**src/rtl/neighbour_counter_if.sv**
```systemverilog
// Command/write bundle between the mine-placement side and neighbour_counter.
// NEIGHBOUR_STATS_EN adds the mine-count statistics signals.
interface neighbour_counter_if;
  logic         start;
  logic [4:0]   dimension_size;
  logic [255:0] mine_map;
  logic         wr_ready;
  logic         wr_en;
  logic [7:0]   wr_addr;
  logic [3:0]   wr_data;
  logic         busy;
  logic         done;
  logic         dim_err;
`ifdef NEIGHBOUR_STATS_EN
  logic [5:0]   mines;
  logic [8:0]   mine_total;
  logic         count_err;

  modport master (
    output start, dimension_size, mine_map, wr_ready, mines,
    input  wr_en, wr_addr, wr_data, busy, done, dim_err, mine_total, count_err
  );
  modport slave (
    input  start, dimension_size, mine_map, wr_ready, mines,
    output wr_en, wr_addr, wr_data, busy, done, dim_err, mine_total, count_err
  );
`else
  modport master (
    output start, dimension_size, mine_map, wr_ready,
    input  wr_en, wr_addr, wr_data, busy, done, dim_err
  );
  modport slave (
    input  start, dimension_size, mine_map, wr_ready,
    output wr_en, wr_addr, wr_data, busy, done, dim_err
  );
`endif
endinterface

```
**src/rtl/neighbour_counter.sv**
```systemverilog
// Snapshots a mine map and streams every active cell's neighbour count (or MINE_CODE)
// out through a valid/ready write port. Optional statistics: NEIGHBOUR_STATS_EN.
module neighbour_counter #(
  parameter int         MAX_DIM   = 16,
  parameter logic [3:0] MINE_CODE = 4'd9
) (
  input  logic                clk,
  input  logic                rst,
  neighbour_counter_if.slave  bus,
  output logic [1:0]          o_state
);
  // Write handshake: wr_en is valid; a write completes on a cycle where wr_en && wr_ready.
  // While wr_en is high and wr_ready is low, wr_addr/wr_data are held unchanged.
  typedef enum logic [1:0] {
    S_IDLE = 2'd0,
    S_SCAN = 2'd1,
    S_DONE = 2'd2
  } state_t;

  state_t       r_state;
  logic [255:0] r_snap;
  logic [4:0]   r_dim;
  logic [3:0]   r_x;
  logic [3:0]   r_y;
  logic         r_busy;
  logic         r_done;
  logic         r_dim_err;

  logic         w_dim_ok;
  logic         w_fire;
  logic         w_last_x;
  logic         w_last_y;
  logic         w_is_mine;
  logic [3:0]   w_count;
  logic [3:0]   w_data;
  logic signed [5:0] w_nx;
  logic signed [5:0] w_ny;

  assign w_dim_ok  = (bus.dimension_size != 5'd0) && (bus.dimension_size <= 5'(MAX_DIM));
  assign w_fire    = r_busy & bus.wr_ready;
  assign w_last_x  = ({1'b0, r_x} == r_dim - 5'd1);
  assign w_last_y  = ({1'b0, r_y} == r_dim - 5'd1);
  assign w_is_mine = r_snap[{r_y, r_x}];

  // Neighbours are counted only when they fall inside the active dim x dim board.
  always_comb begin
    w_count = '0;
    w_nx    = '0;
    w_ny    = '0;
    for (int dy = -1; dy <= 1; dy++) begin
      for (int dx = -1; dx <= 1; dx++) begin
        w_nx = 6'(int'(r_x) + dx);
        w_ny = 6'(int'(r_y) + dy);
        if (!(dx == 0 && dy == 0) &&
            (w_nx >= 6'sd0) && (w_nx < $signed({1'b0, r_dim})) &&
            (w_ny >= 6'sd0) && (w_ny < $signed({1'b0, r_dim})))
          w_count = w_count + {3'b000, r_snap[{w_ny[3:0], w_nx[3:0]}]};
      end
    end
  end

  assign w_data = w_is_mine ? MINE_CODE : w_count;

`ifdef NEIGHBOUR_STATS_EN
  logic [8:0] r_mine_total;
  logic       r_count_err;
  logic [8:0] w_total_next;

  assign w_total_next   = r_mine_total + {8'b0, w_is_mine};
  assign bus.mine_total = r_mine_total;
  assign bus.count_err  = r_count_err;
`endif

  always_ff @(posedge clk or negedge rst) begin
    if (!rst) begin
      r_state   <= S_IDLE;
      r_snap    <= '0;
      r_dim     <= '0;
      r_x       <= '0;
      r_y       <= '0;
      r_busy    <= 1'b0;
      r_done    <= 1'b0;
      r_dim_err <= 1'b0;
`ifdef NEIGHBOUR_STATS_EN
      r_mine_total <= '0;
      r_count_err  <= 1'b0;
`endif
    end else begin
      case (r_state)
        S_IDLE: begin
          if (bus.start) begin
            r_snap    <= bus.mine_map;
            r_dim     <= bus.dimension_size;
            r_x       <= '0;
            r_y       <= '0;
            r_dim_err <= ~w_dim_ok;
`ifdef NEIGHBOUR_STATS_EN
            r_mine_total <= '0;
            r_count_err  <= 1'b0;
`endif
            if (w_dim_ok) begin
              r_state <= S_SCAN;
              r_busy  <= 1'b1;
            end else begin
              r_state <= S_DONE;
            end
          end
        end
        S_SCAN: begin
          if (w_fire) begin
`ifdef NEIGHBOUR_STATS_EN
            r_mine_total <= w_total_next;
`endif
            if (w_last_x) begin
              r_x <= '0;
              if (w_last_y) begin
                r_y     <= '0;
                r_busy  <= 1'b0;
                r_done  <= 1'b1;
                r_state <= S_DONE;
`ifdef NEIGHBOUR_STATS_EN
                r_count_err <= (w_total_next != {3'b000, bus.mines});
`endif
              end else begin
                r_y <= r_y + 4'd1;
              end
            end else begin
              r_x <= r_x + 4'd1;
            end
          end
        end
        S_DONE: begin
          // A rejected scan arrives here with done low and raises it one cycle later.
          if (r_done) begin
            r_done  <= 1'b0;
            r_state <= S_IDLE;
          end else begin
            r_done <= 1'b1;
`ifdef NEIGHBOUR_STATS_EN
            r_count_err <= (r_mine_total != {3'b000, bus.mines});
`endif
          end
        end
        default: r_state <= S_IDLE;
      endcase
    end
  end

  assign bus.wr_en   = r_busy;
  assign bus.busy    = r_busy;
  assign bus.wr_addr = r_busy ? {r_y, r_x} : 8'h00;
  assign bus.wr_data = r_busy ? w_data : 4'h0;
  assign bus.done    = r_done;
  assign bus.dim_err = r_dim_err;
  assign o_state     = r_state;

endmodule
```
**src/flat_wrapper.sv**
```systemverilog
// flat-port wrapper written by rule: the top's interface ports become plain ports
module neighbour_counter_flat 
#(
  parameter int         MAX_DIM   = 16,
  parameter logic [3:0] MINE_CODE = 4'd9
)
  (clk, rst, o_state, bus_start, bus_dimension_size, bus_mine_map, bus_wr_ready, bus_wr_en, bus_wr_addr, bus_wr_data, bus_busy, bus_done, bus_dim_err);
  neighbour_counter_if bus_i ();
  input  logic clk;
  input  logic rst;
  output logic [1:0] o_state;
  input wire logic [$bits(bus_i.start)-1:0] bus_start;
  input wire logic [$bits(bus_i.dimension_size)-1:0] bus_dimension_size;
  input wire logic [$bits(bus_i.mine_map)-1:0] bus_mine_map;
  input wire logic [$bits(bus_i.wr_ready)-1:0] bus_wr_ready;
  output wire logic [$bits(bus_i.wr_en)-1:0] bus_wr_en;
  output wire logic [$bits(bus_i.wr_addr)-1:0] bus_wr_addr;
  output wire logic [$bits(bus_i.wr_data)-1:0] bus_wr_data;
  output wire logic [$bits(bus_i.busy)-1:0] bus_busy;
  output wire logic [$bits(bus_i.done)-1:0] bus_done;
  output wire logic [$bits(bus_i.dim_err)-1:0] bus_dim_err;
  assign bus_i.start = bus_start;
  assign bus_i.dimension_size = bus_dimension_size;
  assign bus_i.mine_map = bus_mine_map;
  assign bus_i.wr_ready = bus_wr_ready;
  assign bus_wr_en = bus_i.wr_en;
  assign bus_wr_addr = bus_i.wr_addr;
  assign bus_wr_data = bus_i.wr_data;
  assign bus_busy = bus_i.busy;
  assign bus_done = bus_i.done;
  assign bus_dim_err = bus_i.dim_err;
  neighbour_counter #(.MAX_DIM(MAX_DIM), .MINE_CODE(MINE_CODE)) u_core (.clk(clk), .rst(rst), .bus(bus_i), .o_state(o_state));
endmodule
```
**config.mk**
```make
export PLATFORM = sky130hd
export DESIGN_NAME = neighbour_counter_flat
export DESIGN_NICKNAME = d
export VERILOG_FILES = /design/src/rtl/neighbour_counter_if.sv /design/src/rtl/neighbour_counter.sv /design/src/flat_wrapper.sv
export SDC_FILE = /design/constraint.sdc
export NUM_CORES = 1
export LEC_CHECK = 0
export ABC_AREA = 1
export BUFFER_PORTS_ARGS = -buffer_cell sky130_fd_sc_hd__buf_2
export CELL_PAD_IN_SITES_DETAIL_PLACEMENT = 0
export CELL_PAD_IN_SITES_GLOBAL_PLACEMENT = 1
export CORE_MARGIN = 3
export CORE_UTILIZATION = 41
export DETAILED_ROUTE_END_ITERATION = 16
export HOLD_SLACK_MARGIN = 0.08
export PLACE_DENSITY = 0.79
export SLEW_MARGIN = 10
export SYNTH_ARGS = -nofsm -noshare
export SYNTH_HDL_FRONTEND = slang
export SYNTH_SLANG_ARGS = --single-unit
```
**constraint.sdc**
```tcl
create_clock -name clk -period 10.5 [get_ports clk]
set_clock_uncertainty 0.2 [all_clocks]
set_input_delay 2.1 -clock clk [delete_from_list [all_inputs] [get_ports clk]]
set_output_delay 2.1 -clock clk [all_outputs]
set_load 0.01 [all_outputs]
```
==> results of run 1 <==
## power by group through the flow
stage          clock network [mW]  logic [mW]  registers [mW]
2_1_floorplan                   0        3.39            1.81
3_3_place_gp                    0        4.56            1.96
3_5_place_dp                    0        4.63            1.97
4_1_cts                      1.12        4.65            1.96
5_1_grt                      1.16        5.42            2.04
6_report                     1.10        4.78            1.98
## worst max-delay path, delay by kind of cell (launching register included)
family,cells,cell delay (ps)
buf+inv,10,1800
simple gates,16,2370
fa+ha+maj,7,1780
flops,1,380
xor+xnor,1,150
compound gates,4,620
## cell families (layout without fill, tap and decap cells)
family,after synthesis,in the layout
AO/OA/AOI/OAI,583,583
AND/OR/NAND/NOR,1598,1598
adder cells (fa/ha/maj),44,44
flip-flops,274,274
XOR/XNOR,16,17
buffers and inverters,358,548
multiplexers,2,2
## state kept, by name (all words and copies together) (netlist names)
name                cells
u_core.bus.busy         1
u_core.bus.dim_err      1
u_core.bus.done         1
u_core.o_state          2
u_core.r_dim            5
u_core.r_snap         256
u_core.r_x              4
u_core.r_y              4
## worst min-delay path by stage
stage	endpoint	slack [ps]
floorplan	u_core.r_snap[100]	260
global placement	u_core.r_snap[70]	280
detailed placement	u_core.r_snap[124]	280
CTS	u_core.r_snap[124]	300
global route	u_core.r_snap[70]	310
finish	u_core.r_snap[44]	290
## synthesized netlist by cell type (6+ instances only)
cell type  number  area (um^2)
buf_2          55          275
o21a_1          7         52.6
nand2_1      1262         4740
ha_1           44          551
o211ai_1       25          188
a221o_1         9         90.1
clkbuf_1      119          447
buf_4          11         82.6
o2111ai_1      29          254
a221oi_1        6         52.6
nand2_2         8         50.1
o21ai_0       324         1620
dfrtp_1       274         6860
a32o_1         11          110
nor2_1         95          357
a21oi_1       119          596
xor2_1         10         87.6
o22ai_1        13         81.3
o21ai_1        12         60.1
nand3_1       200         1000
inv_2          10         37.5
buf_1          11         41.3
inv_1         144          541
## stage by stage
stage | power [mW] | area [um^2] | hold WS, ps | util, % | TNS, ps
after detailed placement | 6.60 | 20600 | 280 | 45.9 | 0
after CTS | 7.73 | 21600 | 296 | 48.2 | 0
final | 7.85 | 21800 | 295 | 48.7 | 0
after global placement | 6.52 | 20600 | 276 | 45.9 | 0
after global routing | 8.62 | 21800 | 314 | 48.7 | -21.3
after floorplan | 5.20 | 18800 | 259 | - | 0
## layer usage
layer / part of all wire [%] / wire, um / track usage (%) / up-vias
li1: - / - / - / 9716
met1: 47 / 31300 / 38.8 / 9237
met2: 45 / 29800 / 42.1 / 616
met3: 5.4 / 3560 / 3.08 / 81
met4: 2.0 / 1320 / 5.69 / 0
met5: 0 / 0 / 0 / -
## cell type report
type                    instances  area [um^2]
repair buffers                334         1990
fillers                      4671        23000
flip-flops and latches        274         6870
inverters                     160          637
well taps                     592          741
clock inverters                17          213
clock buffers                  37          806
multi-input cells            2244        10600
## repair_timing
item                       4_1_cts  5_1_grt
resized for setup                0       33
setup endpoints to repair        0        3
buffers inserted                 0        5
hold endpoints to repair         0        0
==> impl_metrics.py, run 1 <==
metrics = {
    "clocking": {
        "cts.reportedPaths.clkPinSlew_ps": 70,
        "root_buffer": "clkbuf_16",
        "cts_tree": "built",
        "cts_made_buffers": 29,
        "cts_max_level": 1,
        "cts_buffer_depth": 3,
        "insertion_delay_ps": 600,
        "cts_sinks": 274,
        "ctsHoldBuffers": 0,
    },
    "power_and_ir_drop": {
        "p_per_area_nw_per_um2": 360,
        "switching_share_pct": 51.3,
        "power.static_leakage_nw": 11.0,
        "p_sw_mw": 4.03,
        "p_comb_share_pct": 60.8,
        "power_frac_seq_pct": 25.2,
        "worst_ir_drop_vdd_mv": 0.228,
        "internal-power_mw": 3.82,
        "pwr-share-clk_pct": 13.9,
    },
    "die": {
        "die_w_um": 220,
        "fp.coreArea_um2": 44800,
        "ios": 283,
        "die_h_um": 220,
        "die_area_um2": 48500,
        "start_util_pct": 42.0,
        "row_count": 77,
    },
    "final_layout": {
        "antenna_cells": 0,
        "final_nets": 3352,
        "layout_common_cells": "nand2_1, o21ai_0, buf_2, dfrtp_1, nand3_1",
        "area_delta_synth_final_pct": 16.1,
        "final_common_cell": "nand2_1",
        "fin_cells": 3658,
        "drive_gt1_share_pct": 14.4,
    },
    "setup_path": {
        "rrSetupSlack_ps": 7350,
        "max_stage_delay_ps": 390,
        "r2r-end": "u_core.bus.done",
        "crit_path_start": "u_core.r_x[3]",
        "endpoint_kind": "output port",
        "rr_worst_depth": 10,
        "cp-start-kind": "flip-flop",
        "timing.rr.start": "u_core.r_x[2]",
        "cp.required_ps": 8200,
        "critPathMostFrequentCell": "ha_1",
        "crit_end": "bus_wr_data[1]",
        "path_max_fanout": 25,
        "crit_slowest_cell": "buf_4",
        "crit_type": "reg2out",
        "crit_arrival_ps": 7730,
    },
    "hold_path": {
        "whs_path_depth": 2,
        "hold_path_class": "reg2reg",
        "worst_hold_startpoint": "u_core.r_snap[44]",
    },
    "detailed_routing": {
        "drc": 0,
        "routed_wl_mm": 66.0,
        "firstDrtPassIters": 6,
        "vias": 19700,
        "antenna_left": 0,
        "drtIter0Drc": 1912,
        "wl_per_cell_um": 18.0,
        "routed_via_density": 5.37,
    },
    "yosys": {
        "synth_seq_cells": 274,
        "syn-num-nets": 3184,
        "ys_seq_area_share_pct": 36.5,
        "synth-simple-area-share_pct": 33.9,
        "synth-xor-area-share_pct": 0.938,
        "ys_warn_count": 0,
        "synthArstFlopShare_pct": 100,
        "synthDistinctLibCells": 59,
        "postSynthAreaPerCell_um2": 6.54,
        "synth_compound_area_share_pct": 17.8,
        "synth-edff-count": 0,
        "syn_area_um2": 18800,
        "synthAdderAreaFrac_pct": 2.93,
        "syn_inst": 2875,
        "synth_top_family_by_area": "simple AND/OR/NAND/NOR gates",
        "synth.mux.area_fraction_pct": 0.106,
        "synthFlopType": "dfrtp_1",
    },
    "timing": {
        "finalCritPeriodShare_pct": 95.5,
        "fin_crit_ps": 10030,
        "fin_ws_ps": 473,
        "hold_viol_final": 0,
        "tightest_slew_ps": 973,
        "finalMaxSlewViolations": 0,
        "finalSetupViolCount": 0,
        "fmax_ghz": 0.0997,
        "relSlewSlack_pct": 35.1,
    },
    "global_routing": {
        "grt_usage_pct": 26.4,
        "grt_overflow_total": 0,
        "grt_max_degree": 170,
        "grt_first_pass_wirelength_mm": 102,
        "grt_pass1_vias": 18300,
        "antenna_found_initial": 0,
    },
    "placed_design": {
        "dp_slack_ps": 869,
        "dp_cells": 3596,
        "place_hpwl_mm": 47.4,
        "gp_congestion": 0.886,
        "port_buffers": 282,
    },
    "outcome": {
        "status": "complete, no violations",
    },
    "run": {
        "drv_cap": 0,
    },
}
Power figures use the tool's default switching activity.
==> run 2, diff against run 1 <==
--- a/config.mk
+++ b/config.mk
@@ -14,6 +14,7 @@
 export DETAILED_ROUTE_END_ITERATION = 16
 export HOLD_SLACK_MARGIN = 0.08
 export PLACE_DENSITY = 0.79
+export SETUP_SLACK_MARGIN = 0.5
 export SLEW_MARGIN = 10
 export SYNTH_ARGS = -nofsm -noshare
 export SYNTH_HDL_FRONTEND = slang
==> impl_metrics.py, run 2 (same netlist as run 1, synthesis figures left out) <==
metrics = {
    "timing": {
        "fin_setup_tns_ps": 0,
        "rsz0062_at_grt": "no",
        "fin_crit_ps": 9670,
        "relSlewSlack_pct": 35.2,
        "finalCritPeriodShare_pct": 92.1,
        "hold_ws_ps": 295,
        "finalSetupViolCount": 0,
        "hold_viol_final": 0,
        "fmax_ghz": 0.103,
        "finalMaxSlewViolations": 0,
        "tightest_slew_ps": 972,
    },
    "setup_path": {
        "critPathMostFrequentCell": "ha_1",
        "crit_slowest_cell": "dfrtp_4",
        "crit_type": "reg2out",
        "max_stage_delay_ps": 590,
        "endpoint_kind": "output port",
        "cp_top_family": "adder cells",
        "crit_arrival_ps": 7370,
        "path_max_fanout": 21,
        "cp.required_ps": 8200,
        "path_buf_inv": 9,
        "cp-start-kind": "flip-flop",
    },
    "hold_path": {
        "hold_path_class": "reg2reg",
    },
    "final_layout": {
        "regMostFlops": "u_core.r_snap",
        "final_common_cell": "nand2_1",
        "largestRegisters": "u_core.r_snap x256, u_core.r_dim x5",
        "area_delta_synth_final_pct": 21.4,
        "antenna_cells": 0,
        "final_nets": 3410,
        "nFillCells": 4570,
        "largest_register_ffs": 256,
        "drive_gt1_share_pct": 17.0,
        "layout_common_cells": "nand2_1, buf_2, dfrtp_1, o21ai_0, nand3_1",
    },
    "detailed_routing": {
        "drtIter0Drc": 2075,
        "firstDrtPassIters": 6,
        "antenna_left": 0,
        "drc": 0,
        "vias": 20300,
        "routed_wl_mm": 71.0,
        "wl_per_cell_um": 19.1,
        "routed_via_density": 5.47,
    },
    "die": {
        "die_h_um": 220,
        "ios": 283,
        "die_w_um": 220,
        "row_count": 77,
        "start_util_pct": 42.0,
        "die_area_um2": 48500,
        "fp.coreArea_um2": 44800,
    },
    "clocking": {
        "cts_made_buffers": 29,
        "insertion_delay_ps": 600,
        "cts_tree": "built",
        "cts_sinks": 274,
        "cts.reportedPaths.clkPinSlew_ps": 70,
        "ctsHoldBuffers": 0,
        "root_buffer": "clkbuf_16",
        "cts_buffer_depth": 3,
        "cts_max_level": 1,
    },
    "placed_design": {
        "port_buffers": 282,
        "gp_congestion": 0.886,
        "place_hpwl_mm": 47.4,
    },
    "power_and_ir_drop": {
        "power.static_leakage_nw": 11.4,
        "worst_ir_drop_vdd_mv": 0.235,
        "p_per_area_nw_per_um2": 369,
    },
    "global_routing": {
        "grt_first_pass_wirelength_mm": 104,
        "antenna_found_initial": 0,
        "grt_overflow_total": 0,
        "grt_max_degree": 123,
        "grt_usage_pct": 27.0,
        "grt_pass1_vias": 18600,
    },
    "run": {
        "drv_cap": 0,
    },
    "outcome": {
        "status": "complete, no violations",
    },
}
[run 2: cell count changes in the layout (fill, tap and decap cells not counted), moves of 7 or more]
cell       delta
o21ai_1      +43
buf_4        +23
o21ai_0      -52
clkbuf_16     +9
buf_6         +9
buf_12        +8
o21ai_2       +7
[run 2: metal layers]
metal,track usage [%],wire (um),share of wire [%]
met4,6.59,1580,2.2
met2,42.6,32100,45
met1,39.7,32600,46
met3,3.09,4790,6.7
met5,0,0,0
[run 2: worst paths after layout]
kind                                         from            endpoint  slack [ps]  cells past startpoint
max in group asynchronous                     rst       u_core.r_y[0]        6770                      3
worst max register to register      u_core.r_x[0]     u_core.bus.done        7310                     12
min in group asynchronous                     rst  u_core.r_snap[193]        1300                      1
worst min-delay path            u_core.r_snap[44]   u_core.r_snap[44]         290                      2
worst max-delay path                u_core.r_x[0]      bus_wr_data[1]         830                     39
worst min register to register  u_core.r_snap[44]   u_core.r_snap[44]         290                      2
[run 2: power by group]
group	total, mW	switching [mW]	internal [mW]
clock network	1.10	0.455	0.643
logic	5.35	3.43	1.93
registers	1.98	0.419	1.56
total	8.43	4.30	4.13
[run 2: worst min-delay path, cell delays in order, from the launching register on]
cell,delay (ps)
dfrtp_1,360
nand2_1,60
nand2_1,50
[run 2: through the flow]
| step | utilization [%] | power (mW) | setup WS, ps | instance area [um^2] | cells |
|---|---|---|---|---|---|
| 2_1_floorplan | - | 5.20 | 680 | 18800 | 2875 |
| 3_3_place_gp | 45.9 | 6.52 | 922 | 20600 | 3596 |
| 3_5_place_dp | 45.9 | 6.60 | 869 | 20600 | 3596 |
| 4_1_cts | 48.7 | 7.86 | 501 | 21800 | 3658 |
| 5_1_grt | 51.0 | 9.16 | 471 | 22800 | 3716 |
| 6_report | 51.0 | 8.43 | 829 | 22800 | 3716 |
[run 2: layout make-up]
cell class,count,area (um^2),area share (%)
multi-input combinational,2244,10700,47.0
sequential,274,6870,30.1
clock buffer,37,806,3.53
tap,592,741,3.24
inverter,160,662,2.90
clock inverter,17,213,0.932
timing repair inverter,4,40.0,0.175
timing repair buffer,388,2770,12.1
[run 2: repair_timing]
item                       in CTS  in global routing
pin swaps                       1                 21
gates cloned                    3                 20
resized for setup              28                129
setup buffers                   5                 38
setup endpoints to repair       3                  4
